[config.mk]
export PLATFORM = sky130hd
export DESIGN_NAME = adder_rr_arbiter
export DESIGN_NICKNAME = d
export VERILOG_FILES = /design/src/rtl/adder_rr_arbiter.sv
export SDC_FILE = /design/constraint.sdc
export NUM_CORES = 1
export LEC_CHECK = 0
export ABC_CLOCK_PERIOD_IN_PS = 3800
export CORE_AREA = 2 2 42 44
export CTS_BUF_LIST = sky130_fd_sc_hd__clkbuf_16
export DETAILED_ROUTE_END_ITERATION = 12
export DIE_AREA = 0 0 44 46
export GPL_ROUTABILITY_DRIVEN = 0
export PLACE_DENSITY_LB_ADDON = 0.12
export RECOVER_POWER = 50
export SLEW_MARGIN = 20
export SYNTH_ARGS = -nofsm -noshare
export SYNTH_HDL_FRONTEND = slang
export SYNTH_SLANG_ARGS = --single-unit
[constraint.sdc]
create_clock -name clk -period 3.8 [get_ports clk]
set_clock_uncertainty 0.05 [all_clocks]
set_input_delay 0.76 -clock clk [delete_from_list [all_inputs] [get_ports clk]]
set_output_delay 0.76 -clock clk [all_outputs]
set_load 0.02 [all_outputs]
[src/rtl/adder_rr_arbiter.sv]
// Two-requester round-robin front end for a single shared WIDTH-bit adder.
// One registered response slot, tagged with the issuing requester, refilled without a bubble.
module adder_rr_arbiter #(
  parameter int WIDTH = 4
) (
  input  logic             clk,
  input  logic             rst,
  input  logic             req0_valid,
  output logic             req0_ready,
  input  logic [WIDTH-1:0] req0_a,
  input  logic [WIDTH-1:0] req0_b,
  input  logic             req0_cin,
  input  logic             req1_valid,
  output logic             req1_ready,
  input  logic [WIDTH-1:0] req1_a,
  input  logic [WIDTH-1:0] req1_b,
  input  logic             req1_cin,
  output logic             rsp_valid,
  input  logic             rsp_ready,
  output logic             rsp_id,
  output logic [WIDTH-1:0] rsp_sum,
  output logic             rsp_cout
);

  typedef enum logic {
    EMPTY = 1'b0,
    FULL  = 1'b1
  } state_t;

  state_t           state_q, state_d;
  logic             prio_q, prio_d;
  logic             id_q, id_d;
  logic [WIDTH-1:0] sum_q, sum_d;
  logic             cout_q, cout_d;

  logic             free;
  logic             grant;
  logic             accept;
  logic [WIDTH-1:0] op_a;
  logic [WIDTH-1:0] op_b;
  logic             op_cin;
  logic [WIDTH:0]   add_full;

  // A lone requester always wins; prio only breaks ties.
  always_comb begin
    grant = prio_q;
    if (req0_valid && !req1_valid) begin
      grant = 1'b0;
    end else if (req1_valid && !req0_valid) begin
      grant = 1'b1;
    end
  end

  assign free       = (state_q == EMPTY) || rsp_ready;
  assign req0_ready = free && !grant;
  assign req1_ready = free && grant;
  assign accept     = grant ? (req1_valid && req1_ready) : (req0_valid && req0_ready);

  // Operands are muxed ahead of the one shared adder.
  assign op_a     = grant ? req1_a   : req0_a;
  assign op_b     = grant ? req1_b   : req0_b;
  assign op_cin   = grant ? req1_cin : req0_cin;
  assign add_full = {1'b0, op_a} + {1'b0, op_b} + {{WIDTH{1'b0}}, op_cin};

  always_comb begin
    state_d = state_q;
    prio_d  = prio_q;
    id_d    = id_q;
    sum_d   = sum_q;
    cout_d  = cout_q;
    case (state_q)
      EMPTY: begin
        if (accept) begin
          state_d = FULL;
        end
      end
      FULL: begin
        // A pop with a simultaneous accept keeps the slot full.
        if (!accept && rsp_ready) begin
          state_d = EMPTY;
        end
      end
      default: state_d = EMPTY;
    endcase
    if (accept) begin
      prio_d = ~grant;
      id_d   = grant;
      sum_d  = add_full[WIDTH-1:0];
      cout_d = add_full[WIDTH];
    end
  end

  always_ff @(posedge clk or posedge rst) begin
    if (rst) begin
      state_q <= EMPTY;
      prio_q  <= 1'b0;
      id_q    <= 1'b0;
      sum_q   <= '0;
      cout_q  <= 1'b0;
    end else begin
      state_q <= state_d;
      prio_q  <= prio_d;
      id_q    <= id_d;
      sum_q   <= sum_d;
      cout_q  <= cout_d;
    end
  end

  assign rsp_valid = (state_q == FULL);
  assign rsp_id    = id_q;
  assign rsp_sum   = sum_q;
  assign rsp_cout  = cout_q;

endmodule

== Word level (Yosys, flattened, before mapping) ==
Index checks and enable logic that the tools add are counted.

* Output and inout port bits: 9
* Input bits: 23
* Register bits after elaboration: 8
* Logic and storage cells: 30

* Muxes and demuxes: 9
* Reduce and logical (&&, ||, !) cells: 12
* Add/sub/neg operators: 2
* Bitwise logic cells: 2

{| class="wikitable"
|+ Operator list
! cell !! number
|-
| 2-to-1 mux 4 bit || 2
|-
| logical AND 1 bit || 7
|-
| 2-to-1 mux 1 bit || 6
|-
| adder 4 x 4 -> 5 bit || 1
|-
| adder 5 x 1 -> 5 bit || 1
|-
| logical NOT 1 bit || 4
|-
| inverter 1 bit || 2
|-
| case mux 1 bit (2 select lines) || 1
|-
| logical OR 1 bit || 1
|}

== Longest topological paths before layout ==
Gate-level depths: netlist (run 1).

* Depth after elaboration: 12
* Gate-level depth with buffers: 9
* Depth with buffers taken out: 8

== Least setup slack after synthesis (run 1) ==
No wires, ideal clock.

* Path type: input-to-reg
* From: input port req0_valid
* To: register cout_q (netlist: rsp_cout)
* Setup slack: 1,121 ps
* Arrival: 2,541 ps
* Required time: 3,663 ps
* Cell stages on the path: 9
* Library setup time: 87 ps
* Buffers on the path: 1
* Cells stage by stage: inv_2 maj3_2 buf_6 mux2i_1 fa_1 fa_1 nor2b_1 o21ai_0 a22oi_1

* Word-level cells in the longest chain between the ends: 8
* Elaborated cells on any way between the ends: 16
* Classes of those cells: add/sub: 2; mux: 6; reduce/logical: 8

{| class="wikitable"
|+ Ends and longest elaborated chain
! what !! line !! RTL
|-
| from (decl) || 8 || <nowiki>input logic req0_valid,</nowiki>
|-
| branches (longest 8 deep; another with adder 4 x 4 -> 5 bit) || n/a ||
|-
| to (signal assigned) || 105 || <nowiki>cout_q <= cout_d;</nowiki>
|-
| to (decl) || 34 || <nowiki>logic cout_q, cout_d;</nowiki>
|}

Several ways; the timed one is not identified.
A chain may end at the register's enable or synchronous reset.

== Final worst setup path (run 1) ==
* From: input port req1_valid
* To: output port req0_ready

* Word-level cells in the longest chain between the ends: 5
* Elaborated cells on any way between the ends: 7
* Classes of those cells: mux: 2; reduce/logical: 5

{| class="wikitable"
|+ Ends and longest elaborated chain
! what !! line !! RTL
|-
| from (decl) || 13 || <nowiki>input logic req1_valid,</nowiki>
|-
| logical AND 1 bit / logical NOT 1 bit (equally long branches) || 49, 47 ||
|-
| 2-to-1 mux 1 bit / logical AND 1 bit (equally long branches) || 49, 47 ||
|-
| 2-to-1 mux 1 bit (*) || 47 || <nowiki>if (req0_valid && !req1_valid) begin</nowiki>
|-
| logical NOT 1 bit (*) || 55 || <nowiki>assign req0_ready = free && !grant;</nowiki>
|-
| logical AND 1 bit (*) || 55 ||
|-
| to (decl) || 9 || <nowiki>output logic req0_ready,</nowiki>
|}

Every way passes the cells marked *; elsewhere a longest branch is shown, timed or not.

==> flow_summary.ini, run 1 <==
[layout]
diodes = 0
fin_util_pct = 62.1
area_delta_synth_final_pct = 65.2
drive_gt1_share_pct = 12.1
nets = 121

[cts]
ctsResizeCount = 0
htree_num_levels = 1
worstSkewPairLatency_ns = 0.23
cts-root-buf = clkbuf_16
clk_pin_slew_ns = 0.03
cts_hold_buf = 0
cts_inserted_buffers = 3
cts_buffer_depth = 2
cts_tree = built
cts_sinks = 8
cts_setup_buffers = 0

[pwr]
p_seq_share_pct = 24.6
swShare_pct = 29.6
intPower_mw = 0.351
power.share.clock_pct = 35.2
p_comb_share_pct = 40.2
switching_power_mw = 0.147
leakage_nw = 0.432
irDropWorstVdd_mv = 0.200
power_density_mw_per_mm2 = 497

[global_route]
gr-total-overflow = 0
track_usage_pct = 16.9
grt_max_degree = 14
antenna_found_initial = 0
grt_pass1_vias = 555
grt_pass1_wl_mm = 2.37

[floorplanning]
initial_utilization_pct = 37.6
dieArea_sq_mm = 0.00202
die_h_um = 46
coreArea_sq_mm = 0.00161
io_pins = 32
std_cell_rows = 15
fp.dieW_um = 44

[synthesis]
synth.most_common_cell = o21ai_0
synth.ff_latch_count = 8
synth_edf_count = 0
synth_warnings = 0
netlist_top_cells_area = dfrtp_1 33%, mux2i_1 8.2%, o21ai_0 8.2%, mux2_4 7.4%, fa_1 6.6%
yosysSeqAreaShare_pct = 33.0
yosys.cell_types.count = 26
syn_nets = 86
syn-cell-area_sq_um = 607
synthCells = 58
syn_avg_cell_area_sq_um = 10.5
synth-async-reset-ratio_pct = 100
synth_commonest_cells = 10 x o21ai_0, 8 x dfrtp_1, 5 x mux2i_1
synth_ff_type = dfrtp_1
yosysTopAreaCell = dfrtp_1
synth_top_area_share_pct = 33.0

[timing]
worst_pin_slew_ns = 0.459
fin_tns_setup_ns = 0
fin_crit_sh_pct = 89.3
fin_crit_ns = 3.39
maxSlewHeadroom_pct = 69.1
hold_violations = 0
hold_ws_ns = 0.448
rsz0062_at_grt = false
setup_viol = 0
timing.fmax_mhz = 295
final-max-slew-violation-count = 0

[place]
hpwlAfterDp_mm = 1.15
port_buffers = 31

[worst_hold_path]
worstHoldPathType = reg -> reg

[critical_path]
critPathBufInv = 2
crit_family = buffers and inverters
crit_path_max_fanout = 13
critPathMaxStageDelay_ns = 0.61
path_class = in -> out
end_kind = primary output
crit_chain = dlygate4sd3_1 -> maj3_2 -> nor2_1 -> clkdlybuf4s50_1
required_ns = 2.99
cp_slowest_cell = clkdlybuf4s50_1
startpoint_type = input pin
cp.arrival_ns = 2.58

[route]
drt_iter0_drc = 5
via_per_inst = 5.18
wire_per_inst_um = 12.6
dr.pass1.iters = 4
drt_wl_total_mm = 1.36
drcViolationCount = 0
vias = 559
antenna_left = 0

[job]
maxCapViolCount = 0

[outcome]
status = finished, final reports clean
==> flip-flops by register name (all words and copies together) (netlist names) <==
register and cells:
prio_q 1, rsp_cout 1, rsp_id 1, rsp_sum 4, rsp_valid 1
==> metrics by stage <==
step	std cells	total power [mW]	setup slack [ns]	instance area (sq um)
2_1_floorplan	58	0.239	1.12	607
3_3_place_gp	105	0.320	0.451	927
3_5_place_dp	105	0.327	0.417	927
4_1_cts	108	0.507	0.417	1000
5_1_grt	108	0.531	0.325	1000
6_report	108	0.498	0.408	1000
==> final timing paths <==
path | from | to | slack [ns] | depth (start not counted)
setup / recovery | req1_valid | req0_ready | 0.41 | 4
hold / removal | rsp_sum[0] | rsp_sum[0] | 0.45 | 2
setup reg to reg | prio_q | rsp_cout | 1.36 | 7
hold reg to reg | rsp_sum[0] | rsp_sum[0] | 0.45 | 2
max in group asynchronous | rst | rsp_id | 2.60 | 2
min in group asynchronous | rst | rsp_sum[2] | 0.87 | 2
==> worst min-delay path, delay by kind of cell (launching register included) <==
| kind | cells | cell delay [ns] |
|---|---|---|
| AO/OA/AOI/OAI | 2 | 0.14 |
| flip-flops | 1 | 0.32 |
==> area by class of cell <==
class | instances | area [sq um]
clock buffer | 3 | 75.1
fill | 163 | 612
inverter | 3 | 11.3
multi-input combinational | 46 | 384
sequential | 8 | 200
tap | 17 | 21.3
timing repair buffer | 31 | 310
==> power groups by stage <==
stage	Combinational (mW)	Clock, mW	Sequential, mW
finish	0.200	0.175	0.123
floorplan	0.0922	0	0.147
detailed placement	0.204	0	0.123
CTS	0.205	0.179	0.123
global placement	0.199	0	0.121
global route	0.219	0.186	0.126
==> routing by layer <==
| metal | global-route usage [%] | share of wire [%] | vias up |
|---|---|---|---|
| li1 | - | - | 279 |
| met5 | 0 | 0 | - |
| met1 | 17.7 | 41 | 253 |
| met4 | 14.5 | 1.6 | 0 |
| met2 | 26.5 | 51 | 25 |
| met3 | 6.75 | 6.5 | 2 |
==> kinds of logic after synthesis <==
family                   synth area share (%)
XOR/XNOR                                 1.44
multiplexers                             21.2
AND/OR/NAND/NOR                          10.1
adder cells (fa/ha/maj)                  14.6
flip-flops                               33.0
AO/OA/AOI/OAI                            15.9
buffers and inverters                    3.71
==> cell usage in the layout (no fill, tap or decap) <==
master,instances
nor2_1,2
o211ai_1,1
inv_1,2
inv_2,1
fa_1,2
maj3_2,1
xor2_1,1
dlygate4sd3_1,4
and3b_1,1
o21ai_0,10
nor3_1,1
ha_1,3
mux2_4,3
o31ai_1,1
nand2_1,2
nand3b_1,1
a31oi_1,1
and2_1,1
clkbuf_16,3
mux2_2,3
a21oi_1,2
a22oi_1,1
clkdlybuf4s50_1,27
a21boi_0,1
dfrtp_1,8
mux2i_1,5
nand2b_1,1
nor2b_1,2
Note: power is estimated with default switching activity, not from simulation.
==> run 2: changes to the inputs <==
Settings changed: CORE_AREA 2 2 42 44 to 5 5 45 47, DIE_AREA 0 0 44 46 to 0 0 50 52.
==> run 2 against run 1 <==
Net effect: sequential power barely moved; worst setup slack improved by 0.0054 ns; final cell count did not move; sequential share of layout area did not move; via count fell by 1.3%; global-route usage fell by 4.9 points; count of clock-buffer cells in the layout did not move; register-to-register slack improved by 0.04 ns; wire length rose by 2.4%; hold slack got worse by 0.0029 ns; total power fell by 0.63%; critical path type unchanged; highest routed layer unchanged.
==> flow_summary.ini, run 2 (synthesis gave the netlist of run 1 again) <==
[outcome]
status = finished, final reports clean

[timing]
maxSlewHeadroom_pct = 69.0
fin_tns_setup_ns = 0
final-max-slew-violation-count = 0
rsz0062_at_grt = false
worst_pin_slew_ns = 0.460
timing.fmax_mhz = 295
setup_viol = 0
hold_violations = 0
fin_crit_sh_pct = 89.1
fin_crit_ns = 3.39

[floorplanning]
io_pins = 32
initial_utilization_pct = 37.6
coreArea_sq_mm = 0.00161
die_h_um = 52
std_cell_rows = 15
fp.dieW_um = 50
dieArea_sq_mm = 0.00260

[layout]
diodes = 0
final_cell_mix = 27 x clkdlybuf4s50_1, 10 x o21ai_0, 8 x dfrtp_1
drive_gt1_share_pct = 12.1
area_delta_synth_final_pct = 65.2
largest_reg_flops = 4
fin_area_sq_mm = 0.00100
nets = 121
final_common_cell = clkdlybuf4s50_1

[global_route]
grt-busiest-layer = met2
grt_pass1_vias = 539
grt_use_met1_pct = 13.2
gr-total-overflow = 0
use_met2_pct = 18.2
antenna_found_initial = 0
use_met3_pct = 3.15
grt_max_degree = 14
track_usage_pct = 12.0
grt_pass1_wl_mm = 2.30

[pwr]
leakage_nw = 0.432
power_density_mw_per_mm2 = 494
irDropWorstVdd_mv = 0.216

[cts]
cts_hold_buf = 0
cts_buffer_depth = 2
cts-root-buf = clkbuf_16
ctsResizeCount = 0
htree_num_levels = 1
cts_sinks = 8
clk_pin_slew_ns = 0.03
cts_tree = built
cts_setup_buffers = 0
worstSkewPairLatency_ns = 0.23
cts_inserted_buffers = 3

[place]
placed_cell_area_sq_um = 927
hpwlAfterDp_mm = 1.19
port_buffers = 31

[route]
drt_wl_total_mm = 1.39
drcViolationCount = 0
vias = 552
antenna_left = 0
via_per_inst = 5.11
wire_per_inst_um = 12.9
drt_iter0_drc = 5
dr.pass1.iters = 3

[critical_path]
startpoint_type = input pin
required_ns = 2.99
cp_slowest_cell = dlygate4sd3_1
crit_chain = dlygate4sd3_1 -> maj3_2 -> and2_1 -> clkdlybuf4s50_1
end_kind = primary output
critPathMaxStageDelay_ns = 0.60
cp.arrival_ns = 2.58
crit_path_max_fanout = 13
path_class = in -> out

[job]
maxCapViolCount = 0

[worst_hold_path]
worstHoldPathType = reg -> reg
## run 2: cell counts in the layout (fill, tap and decap cells not counted)
No cell type changed its count.
## run 2: per-stage QoR
stage	cells	setup WS [ns]	hold slack (ns)	util (%)	power (mW)
2_1_floorplan	58	1.12	0.443	-	0.239
3_3_place_gp	105	0.448	0.444	57.4	0.321
3_5_place_dp	105	0.428	0.454	57.4	0.326
4_1_cts	108	0.429	0.461	62.1	0.503
5_1_grt	108	0.322	0.505	62.1	0.527
6_report	108	0.413	0.445	62.1	0.495
## run 2: area by class of cell
| class | instances | area [sq um] |
|---|---|---|
| multi-input cells | 46 | 384 |
| clock buffers | 3 | 75.1 |
| repair buffers | 31 | 310 |
| flip-flops and latches | 8 | 200 |
| inverters | 3 | 11.3 |
| well taps | 17 | 21.3 |
| fillers | 146 | 612 |
## run 2: critical path: cells and delay by family
family | cells | cell delay [ns]
buffers and inverters | 2 | 1.13
adder cells (fa/ha/maj) | 1 | 0.47
AND/OR/NAND/NOR | 1 | 0.21
## run 2: final timing paths
kind,start,endpoint,slack (ns),cells past startpoint
setup reg to reg,prio_q,rsp_sum[2],1.40,6
hold reg to reg,rsp_sum[0],rsp_sum[0],0.45,2
hold / removal,rsp_sum[0],rsp_sum[0],0.45,2
min in group asynchronous,rst,rsp_sum[3],0.86,2
max in group asynchronous,rst,rsp_valid,2.61,2
setup / recovery,req1_valid,req1_ready,0.41,4
## run 2: per-layer routing
| metal | wire [um] | part of all wire (%) |
|---|---|---|
| met1 | 572 | 41 |
| met2 | 627 | 45 |
| met3 | 139 | 10 |
| met4 | 52 | 3.7 |
| met5 | 0 | 0 |
## run 2: power by group
group,internal (mW),switching (mW),total (mW)
Clock,0.136,0.0411,0.177
Combinational,0.106,0.0909,0.197
Sequential,0.109,0.0130,0.122
Total,0.350,0.145,0.495
==> run 3: changes to the inputs <==
Settings changed: CTS_BUF_LIST sky130_fd_sc_hd__clkbuf_16 to not set, CTS_CLUSTER_DIAMETER set to 30.
==> run 3 against run 2 <==
Net effect: die area unchanged; count of clock-buffer cells in the layout unchanged; first-iteration DRC count down 60%; critical endpoint unchanged.
==> flow_summary.ini, run 3 (synthesis gave the netlist of run 1 again) <==
[outcome]
status = finished, final reports clean

[critical_path]
cp.arrival_ns = 2.58
r2r-end = rsp_sum[2]
crit_path_max_fanout = 13
startpoint_type = input pin
ff2ff_path_depth = 6
end_kind = primary output
required_ns = 2.99
r2r_start = prio_q
path_class = in -> out
r2r_slack_ns = 1.40

[global_route]
antenna_found_initial = 0
grt_max_degree = 14
grt_pass1_vias = 533
gr-total-overflow = 0
grt_pass1_wl_mm = 2.26
track_usage_pct = 11.6

[layout]
largest_reg_flops = 4
drive_gt1_share_pct = 12.1
nets = 121
final_cell_mix = 27 x clkdlybuf4s50_1, 10 x o21ai_0, 8 x dfrtp_1
fin_util_pct = 58.8
diodes = 0
area_delta_synth_final_pct = 56.5
fin_cells = 108
final_common_cell = clkdlybuf4s50_1

[pwr]
power_density_mw_per_mm2 = 401
p_comb_share_pct = 51.6
irDropWorstVdd_mv = 0.131
leakage_nw = 0.409
swShare_pct = 34.3
totalPowerFinal_mw = 0.381
intPower_mw = 0.250
p_seq_share_pct = 31.8
switching_power_mw = 0.131
power.share.clock_pct = 16.6

[route]
vias = 538
dr.pass1.iters = 4
wire_per_inst_um = 12.6
drcViolationCount = 0
drt_wl_total_mm = 1.36
antenna_left = 0
via_per_inst = 4.98
drt_iter0_drc = 2

[timing]
fin_crit_ns = 3.39
worst_pin_slew_ns = 0.460
setup_viol = 0
fin_tns_setup_ns = 0
final-max-slew-violation-count = 0
hold_violations = 0
timing.fmax_mhz = 295
fin_crit_sh_pct = 89.1
rsz0062_at_grt = false
maxSlewHeadroom_pct = 69.0

[cts]
clk_pin_slew_ns = 0.05
cts_buffer_depth = 2
cts-root-buf = clkbuf_4
htree_num_levels = 1
cts_tree = built
ctsResizeCount = 0
cts_hold_buf = 0
worstSkewPairLatency_ns = 0.25
cts_inserted_buffers = 3
cts_sinks = 8
cts_setup_buffers = 0

[worst_hold_path]
worstHoldPathType = reg -> reg
min_path_cells = 2
hp-start = rsp_sum[0]
holdPathEnd = rsp_sum[0]

[place]
dp.cells = 105
hpwlAfterDp_mm = 1.19
port_buffers = 31

[floorplanning]
dieArea_sq_mm = 0.00260
fp.dieW_um = 50
std_cell_rows = 15
die_h_um = 52
coreArea_sq_mm = 0.00161
initial_utilization_pct = 37.6
io_pins = 32

[job]
maxCapViolCount = 0
==> run 3: cell counts in the layout (fill, tap and decap cells not counted) <==
Identical to the previous run, type by type.
==> run 3: per-layer routing <==
layer | track usage (%) | share of wire (%) | wire length [um]
met5 | 0 | 0 | 0
met4 | 10.5 | 2.2 | 30
met3 | 3.15 | 9.3 | 127
met2 | 17.6 | 47 | 635
met1 | 13.1 | 42 | 567
==> run 3: worst max path at each step <==
stage | from | end | cells past startpoint
after CTS | req0_valid | req0_ready | 5
final | req1_valid | req1_ready | 4
after global placement | req0_valid | req0_ready | 5
after floorplan | req0_valid | rsp_cout | 9
after detailed placement | req0_valid | req0_ready | 5
after global routing | req1_valid | req0_ready | 4
==> run 3: layout make-up <==
| type | count | area, sq um |
|---|---|---|
| inverters | 3 | 11.3 |
| flip-flops and latches | 8 | 200 |
| repair buffers | 31 | 310 |
| clock buffers | 3 | 22.5 |
| fillers | 149 | 664 |
| well taps | 17 | 21.3 |
| multi-input cells | 46 | 384 |
==> run 3: worst max-delay path, stage by stage <==
cell and delay (ns):
dlygate4sd3_1 0.60, maj3_2 0.47, and2_1 0.21, clkdlybuf4s50_1 0.53
==> run 3: power by group through the flow <==
stage          Combinational [mW]  Sequential, mW  Clock [mW]
3_3_place_gp                0.200           0.121           0
6_report                    0.197           0.121      0.0634
3_5_place_dp                0.203           0.123           0
2_1_floorplan              0.0922           0.147           0
5_1_grt                     0.218           0.125      0.0716
4_1_cts                     0.203           0.121      0.0668
==> run 3: stage by stage <==
stage / hold slack (ns) / area, sq um / setup slack [ns]
2_1_floorplan: 0.443 / 607 / 1.12
3_3_place_gp: 0.444 / 927 / 0.448
3_5_place_dp: 0.454 / 927 / 0.428
4_1_cts: 0.465 / 950 / 0.429
5_1_grt: 0.490 / 950 / 0.322
6_report: 0.449 / 950 / 0.413
